## config.mk

```make
export PLATFORM = sky130hd
export DESIGN_NAME = thumb_fetch_unit
export DESIGN_NICKNAME = d
export VERILOG_FILES = /design/src/rtl/thumb_fetch_unit.sv
export SDC_FILE = /design/constraint.sdc
export NUM_CORES = 1
export LEC_CHECK = 0
export CORE_MARGIN = 5
export CORE_UTILIZATION = 25
export DETAILED_ROUTE_END_ITERATION = 16
export SLEW_MARGIN = 15
export SYNTH_ARGS = -nofsm -noshare
export SYNTH_HDL_FRONTEND = slang
export SYNTH_SLANG_ARGS = --single-unit
```

## constraint.sdc

```tcl
create_clock -name clock -period 4.6 [get_ports clock]
set_clock_uncertainty 0.05 [all_clocks]
set_input_delay 0.69 -clock clock [delete_from_list [all_inputs] [get_ports clock]]
set_output_delay 0.69 -clock clock [all_outputs]
set_load 0.005 [all_outputs]
```

## src/rtl/thumb_fetch_unit.sv

```systemverilog
// thumb_fetch_unit: Thumb fetch stage, splits memory words into a halfword queue and presents instructions to decode.
// Define FETCH_THUMB32_EN to pair 32-bit (BL-style) encodings; otherwise every halfword is a 16-bit instruction.
module thumb_fetch_unit #(
    parameter logic [31:0] RESET_PC = 32'h0000_0000,
    parameter int          QDEPTH   = 4,
    parameter int          ADDR_W   = 10
) (
    input  logic              clock,
    input  logic              reset,
    output logic              mem_req,
    output logic [ADDR_W-1:0] mem_addr,
    input  logic              mem_ready,
    input  logic [31:0]       mem_rdata,
    input  logic              redirect,
    input  logic [31:0]       redirect_pc,
    output logic              instr_valid,
    input  logic              instr_ready,
    output logic [31:0]       instr,
    output logic [31:0]       instr_pc,
    output logic              instr_is32
);
    localparam int PW = $clog2(QDEPTH);
    localparam int CW = $clog2(QDEPTH + 1);
`ifdef FETCH_THUMB32_EN
    localparam bit T32 = 1'b1;
`else
    localparam bit T32 = 1'b0;
`endif
    typedef enum logic {RUN, DISCARD} state_t;
    typedef struct packed {
        logic [15:0] hw;
        logic [31:0] pc;
    } entry_t;
    state_t        state, state_n;
    logic [31:0]   fetch_pc, fetch_pc_n, pend_pc, pend_pc_n;
    entry_t        q [QDEPTH];
    entry_t        q_n [QDEPTH];
    logic [PW-1:0] rd, wr, rd_n, wr_n;
    logic [CW-1:0] cnt, cnt_n;
    logic          mem_req_n, push, pop, valid_n, is32_n;
    entry_t        head;
    logic [15:0]   second_hw;

    function automatic logic [PW-1:0] inc(input logic [PW-1:0] p);
        return (p == PW'(QDEPTH - 1)) ? '0 : p + PW'(1);
    endfunction

    assign mem_addr = fetch_pc[ADDR_W+1:2];

    always_comb begin
        push = state == RUN && mem_req && mem_ready && !redirect;
        pop = instr_valid && instr_ready;
        q_n = q;
        rd_n = pop ? (instr_is32 ? inc(inc(rd)) : inc(rd)) : rd;
        wr_n = wr;
        cnt_n = cnt - (pop ? (instr_is32 ? CW'(2) : CW'(1)) : CW'(0));
        if (push && !fetch_pc[1]) begin
            q_n[wr] = {mem_rdata[15:0], fetch_pc};
            q_n[inc(wr)] = {mem_rdata[31:16], fetch_pc + 32'd2};
            wr_n = inc(inc(wr));
            cnt_n = cnt_n + CW'(2);
        end else if (push) begin
            q_n[wr] = {mem_rdata[31:16], fetch_pc};
            wr_n = inc(wr);
            cnt_n = cnt_n + CW'(1);
        end
        if (redirect) begin
            rd_n = '0;
            wr_n = '0;
            cnt_n = '0;
        end
        // presentation registers look at the queue as it will be after this edge
        head = q_n[rd_n];
        second_hw = q_n[inc(rd_n)].hw;
        is32_n = T32 && head.hw[15:13] == 3'b111 && head.hw[12:11] != 2'b00;
        valid_n = cnt_n >= (is32_n ? CW'(2) : CW'(1));
        state_n = state;
        fetch_pc_n = fetch_pc;
        pend_pc_n = pend_pc;
        if (redirect && (!mem_req || mem_ready)) begin
            state_n = RUN;
            fetch_pc_n = redirect_pc & ~32'd1;
        end else if (redirect) begin
            state_n = DISCARD;
            pend_pc_n = redirect_pc & ~32'd1;
        end else if (state == DISCARD && mem_ready) begin
            state_n = RUN;
            fetch_pc_n = pend_pc;
        end else if (push) begin
            fetch_pc_n = fetch_pc + (fetch_pc[1] ? 32'd2 : 32'd4);
        end
        // an outstanding request is never withdrawn; a new one needs room for a full word
        mem_req_n = (mem_req && !mem_ready) || (state_n == RUN && CW'(QDEPTH) - cnt_n >= CW'(2));
    end

    always_ff @(posedge clock or posedge reset) begin
        if (reset) begin
            state <= RUN;
            fetch_pc <= RESET_PC;
            pend_pc <= '0;
            rd <= '0;
            wr <= '0;
            cnt <= '0;
            mem_req <= 1'b0;
            instr_valid <= 1'b0;
            instr <= '0;
            instr_pc <= '0;
            instr_is32 <= 1'b0;
        end else begin
            state <= state_n;
            fetch_pc <= fetch_pc_n;
            pend_pc <= pend_pc_n;
            rd <= rd_n;
            wr <= wr_n;
            cnt <= cnt_n;
            mem_req <= mem_req_n;
            instr_valid <= valid_n;
            if (valid_n) begin
                instr <= is32_n ? {head.hw, second_hw} : {16'h0, head.hw};
                instr_pc <= head.pc;
                instr_is32 <= is32_n;
            end
        end
    end

    always_ff @(posedge clock) q <= q_n;
endmodule

```

Word-level counts from Yosys, hierarchy flattened:

Index checks and enable logic that the tools add are counted.

* flip-flop bits (word level): 313
* bits of input ports: 69
* output and inout port bits: 77

* add/subtract/negate cells: 9
* $lt $le $gt $ge: 7
* equality and inequality tests: 4
* mux-type cells: 32
* bitwise operators: 6
* reductions and logical operators: 21

Operators with widths (number)
* $bwmux 192: 3
* $mux 192: 2
* $demux 48 s2: 2
* $mux 48: 4
* $mux 32: 4
* $bmux 48 s2: 1
* $add 32x2->32 const B: 1
* $add 32x3->32: 1
* $mux 2: 8
* $mux 3: 4
* $logic_and 1x1->1: 11
* $ge 3x3->1 const B: 3
* $not 2->3: 3
* $add 2x1->2 const B: 3
* $eq 2x2->1 const B: 3
* $lt 3x1->1 const B: 2
* $reduce_bool 3->1: 2
* $logic_not 1->1: 4
* $mux 1: 4
* $reduce_and 2->1: 2
* $add 3x1->3 const B: 1
* $add 3x2->3 const B: 1
* $ge 3x1->1 const B: 1
* $ge 3x2->1 const B: 1
* 5 further kinds: 8

Longest topological paths before layout:

* depth after elaboration: 12
* gate-level depth with buffers: 16

Least setup slack after synthesis:

Ideal clock, no wire load.

* kind: input port to flip-flop
* start: in instr_ready
* end: reg instr_pc[19]
* setup time: 124 ps
* data arrival time: 3516 ps
* slack: 910 ps
* cell stages on the path: 14
* cell sequence: nand2_1 -> inv_1 -> ha_1 -> ha_1 -> inv_1 -> ha_1 -> a211oi_1 -> a211oi_1 -> inv_1 -> ha_1 -> nor4_4 -> nor3_1 -> a22o_1 -> a211o_1

* word-level cells in the longest chain between the ends: 8
* elaborated cells on any way between the ends: 15
* classes of those cells: add/sub: 3; order compare: 1; mux: 9; bitwise: 1; reduce/logical: 1

Ends and longest elaborated chain
* start: declaration: RTL line 17 `input logic instr_ready,`
* $logic_and 1x1->1 (*): RTL line 52 `pop = instr_valid && instr_ready;`
* $mux 1 (*): RTL line 56 `cnt_n = cnt - (pop ? (instr_is32 ? CW'(2) : CW'(1)) : CW'(0));`
* $sub 3x1->3 (*): RTL line 56
* $add 3x1->3: RTL line 65 `cnt_n = cnt_n + CW'(1);`
* $mux 3: RTL line 62 `end else if (push) begin`
* $mux 3 (*): RTL line 57 `if (push && !fetch_pc[1]) begin`
* $mux 3 (*): RTL line 67 `if (redirect) begin`
* named net cnt_n[1]: RTL line 39 `logic [CW-1:0] cnt, cnt_n;`
* $ge 3x1->1 (*): RTL line 76 `valid_n = cnt_n >= (is32_n ? CW'(2) : CW'(1));`
* end signal: assignment: RTL line 120 `instr_pc <= head.pc;`
* end: declaration: RTL line 19 `output logic [31:0] instr_pc,`

Mark *: on every way through the listed nets, which the timed path passes. The rest lies on a longest branch. The select of a mux whose other input is x is not followed.
A chain may end at the register's enable or synchronous reset.

Worst setup path after layout:

* start: in instr_ready
* end: reg instr_pc[25]

The elaborated chain is that of the path after synthesis.

==> summary.md <==
| Metric | Value |
|---|---|
| CORE AREA | 61600 µm² |
| First-pass GRT wire length | 84.7 mm |
| Pwr per Cell Area | 714 nW/µm² |
| Clock root cell | clkbuf_16 |
| Status | finished, final reports clean |
| Setup CP Type | in2reg |
| Post-Syn Instances | 1799 |
| Row Count | 91 |
| Power, Total | 0.0135 W |
| 1st-iter DRT viols | 1261 |
| Gr ovfl total | 0 |
| Period Utilization, post-route | 84.7% |
| Yosys reg bits | 312 |
| Final wirelength | 55.8 mm |
| Area delta synth->final | 21.5% |
| GRT Total Usage | 15.9% |
| Final nets | 1943 |
| Setup Fix Bufs, Post-CTS | 0 |
| Cell area after synthesis | 15500 µm² |
| Top cells by area, synth | dfxtp_1 (25%), dfrtp_1 (19%), nor2_1 (5.1%), mux2_2 (4.6%), nand2_1 (4.4%) |
| CTS Buf Count | 37 |
| H-Tree Depth | 2 |
| Hpwl dp | 38.1 mm |
| Initial Utilization | 25.2% |
| Tmin final | 3.89 ns |
| DIE WIDTH | 259 µm |
| Initial DRT Pass Iterations | 6 |
| Residual DRC | 0 |
| Top-count cell post-synth | nor2_1 |
| Worst endpoint data arrival time | 4.28 ns |
| Hold buffer count at CTS | 0 |
| Max Cap Viol | 0 |
| # diodes | 0 |
| Die area | 67100 µm² |
| Via density per instance | 5.24 |
| Biggest area consumer among synthesized cells | dfxtp_1 |
| Yosys warnings | 0 |
| I/O Buffers | 127 |
| Slew Viols, Final | 0 |
| Commonest cells post-synth | nor2_1 (212), dfxtp_1 (192), nand2_1 (181) |
| Clock tree buffer depth | 3 |
| Hold/Removal Path Class | reg2reg |
| Layout cell share with drive strength beyond 1 | 11.5% |
| Die Y | 259 µm |
| CP required | 4.99 ns |
| CP Capture Type | flip-flop |
| Clock transition at path regs | 0.06 ns |
| Critical path fanouts, max | 6 |
| Via count | 14300 |
| Synth cell types | 81 |
| Vias in the first global route | 14300 |
| Post-synthesis sequential area ratio | 44.1% |
| Largest net degree at the start of global routing | 65 |
| Synth top area share | 24.8% |
| RSZ-0062 raised after global routing | false |
| VDD IR max | 278 µV |
| Final ANT Viol Nets | 0 |
| Asr flop ratio synth | 38.5% |
| Routability cong. | 0.908 |
| Main synth FF type | dfxtp_1 |
| Setup crit start kind | input port |
| Pleak | 7.43 nW |
| Slew HR | 27.6% |
| CTS tree | built |
| Post-synth EDFFs | 0 |
| TNS Setup | 0 ns |
| Initial antenna violation count | 0 |
| Final Hold Viols | 0 |
| Finish-stage setup viols | 0 |
| IO Count | 146 |
| Post-cts resize count | 0 |
| Total clock sinks | 312 |
| Drt wl/cell | 20.5 µm |
| Max frequency | 257 MHz |
| Layout fillers | 6440 |
| Tightest Pin Transition | 1.09 ns |
| Synthesized area per cell | 8.62 µm² |
| Skew-Pair Late Insertion Delay | 0.56 ns |
## cell type report
type	count	area [µm²]	area share, %
clock buffer	56	1100	5.83
clock inverter	12	163	0.863
inverter	40	155	0.823
multi-input combinational	1281	7770	41.2
sequential	312	6850	36.3
tap	837	1050	5.56
timing repair buffer	188	1760	9.35
## placed cells by master, fill, tap and decap left out, types with 7 or more instances in the layout
cell type	Yosys	layout
inv_1	39	36
clkbuf_1	109	10
xor2_1	13	13
conb_1	1	17
xnor2_1	16	16
o211ai_1	11	11
nand3_1	46	46
a221o_1	11	11
clkbuf_8	0	8
dfrtp_1	120	120
nand2b_1	7	7
clkbuf_16	0	38
nor4_1	20	20
ha_1	14	14
dfxtp_1	192	192
a211oi_1	59	59
nor2b_1	9	9
nand2_1	181	181
a21oi_1	135	132
a311oi_1	16	16
buf_4	28	58
o21ai_1	19	18
mux2i_1	23	23
a22oi_1	21	21
and2_1	11	10
nor2_1	212	212
a31oi_1	20	20
nor3_1	63	62
or4_1	10	10
o21ai_0	57	55
o22ai_1	72	72
nand4_1	26	26
and3_1	7	7
mux2_2	64	64
o31ai_1	19	19
or3_1	10	10
clkdlybuf4s50_1	0	127
## kinds of logic after synthesis
kind of cell	Yosys count	share of synthesized area, %
other	1	0.0242
flip-flops	312	44.1
XOR/XNOR	29	1.64
adder cells (fa/ha/maj)	14	1.13
buffers and inverters	222	6.43
AO/OA/AOI/OAI	498	20.8
AND/OR/NAND/NOR	631	19.2
multiplexers	92	6.64
## stage by stage
step | util [%] | worst slack [ns] | hold WS, ns | cell area, µm² | std cells
6_report | 30.6 | 0.705 | 0.387 | 18800 | 2726
5_1_grt | 30.6 | 0.558 | 0.414 | 18800 | 2726
4_1_cts | 30.6 | 0.725 | 0.390 | 18800 | 2725
3_5_place_dp | 28.5 | 0.152 | 0.381 | 17600 | 2657
3_3_place_gp | 28.5 | 0.175 | 0.373 | 17600 | 2657
2_1_floorplan | - | 0.674 | 0.360 | 15600 | 1815
## registers in the layout, summed over array words and instances, names as in the netlist
| name | cells |
|---|---|
| cnt | 3 |
| fetch_pc | 31 |
| instr | 16 |
| instr_pc | 32 |
| instr_valid | 1 |
| mem_req | 1 |
| pend_pc | 31 |
| q | 192 |
| rd | 2 |
| state | 1 |
| wr | 2 |
## where the power goes
group / switching, W / internal (W) / leakage (nW)
logic: 0.00300 / 0.00236 / 3.77
registers: 0.00101 / 0.00403 / 3.04
clock network: 0.00123 / 0.00183 / 0.618
total: 0.00523 / 0.00823 / 7.43
## worst max-delay path: stages
cell and delay [ns]:
clkdlybuf4s50_1 0.40, nand2_1 0.28, inv_1 0.10, ha_1 0.19, ha_1 0.31, inv_1 0.05, ha_1 0.27, a211oi_1 0.07
a211oi_1 0.33, inv_1 0.12, ha_1 0.23, nor4_4 0.44, inv_2 0.19, nand2_1 0.23, nor3_1 0.09, a221o_1 0.28
## routing by layer
layer,vias up,track usage [%],wire length (µm)
met3,111,2.94,3750
met4,0,7.22,2350
li1,6606,-,-
met1,6999,19.5,22500
met5,-,0,0
met2,561,27.2,27100
## final timing paths
| check | from | endpoint | slack, ns | cells past startpoint |
|---|---|---|---|---|
| min in group asynchronous | reset | pend_pc[1] | 0.58 | 2 |
| worst min-delay path | q[21] | q[21] | 0.39 | 2 |
| worst min register to register | q[21] | q[21] | 0.39 | 2 |
| worst max register to register | instr_valid | instr_pc[25] | 0.84 | 15 |
| worst max-delay path | instr_ready | instr_pc[25] | 0.71 | 16 |
| max in group asynchronous | reset | instr_pc[26] | 2.99 | 3 |
Note: power is estimated with default switching activity, not from simulation.
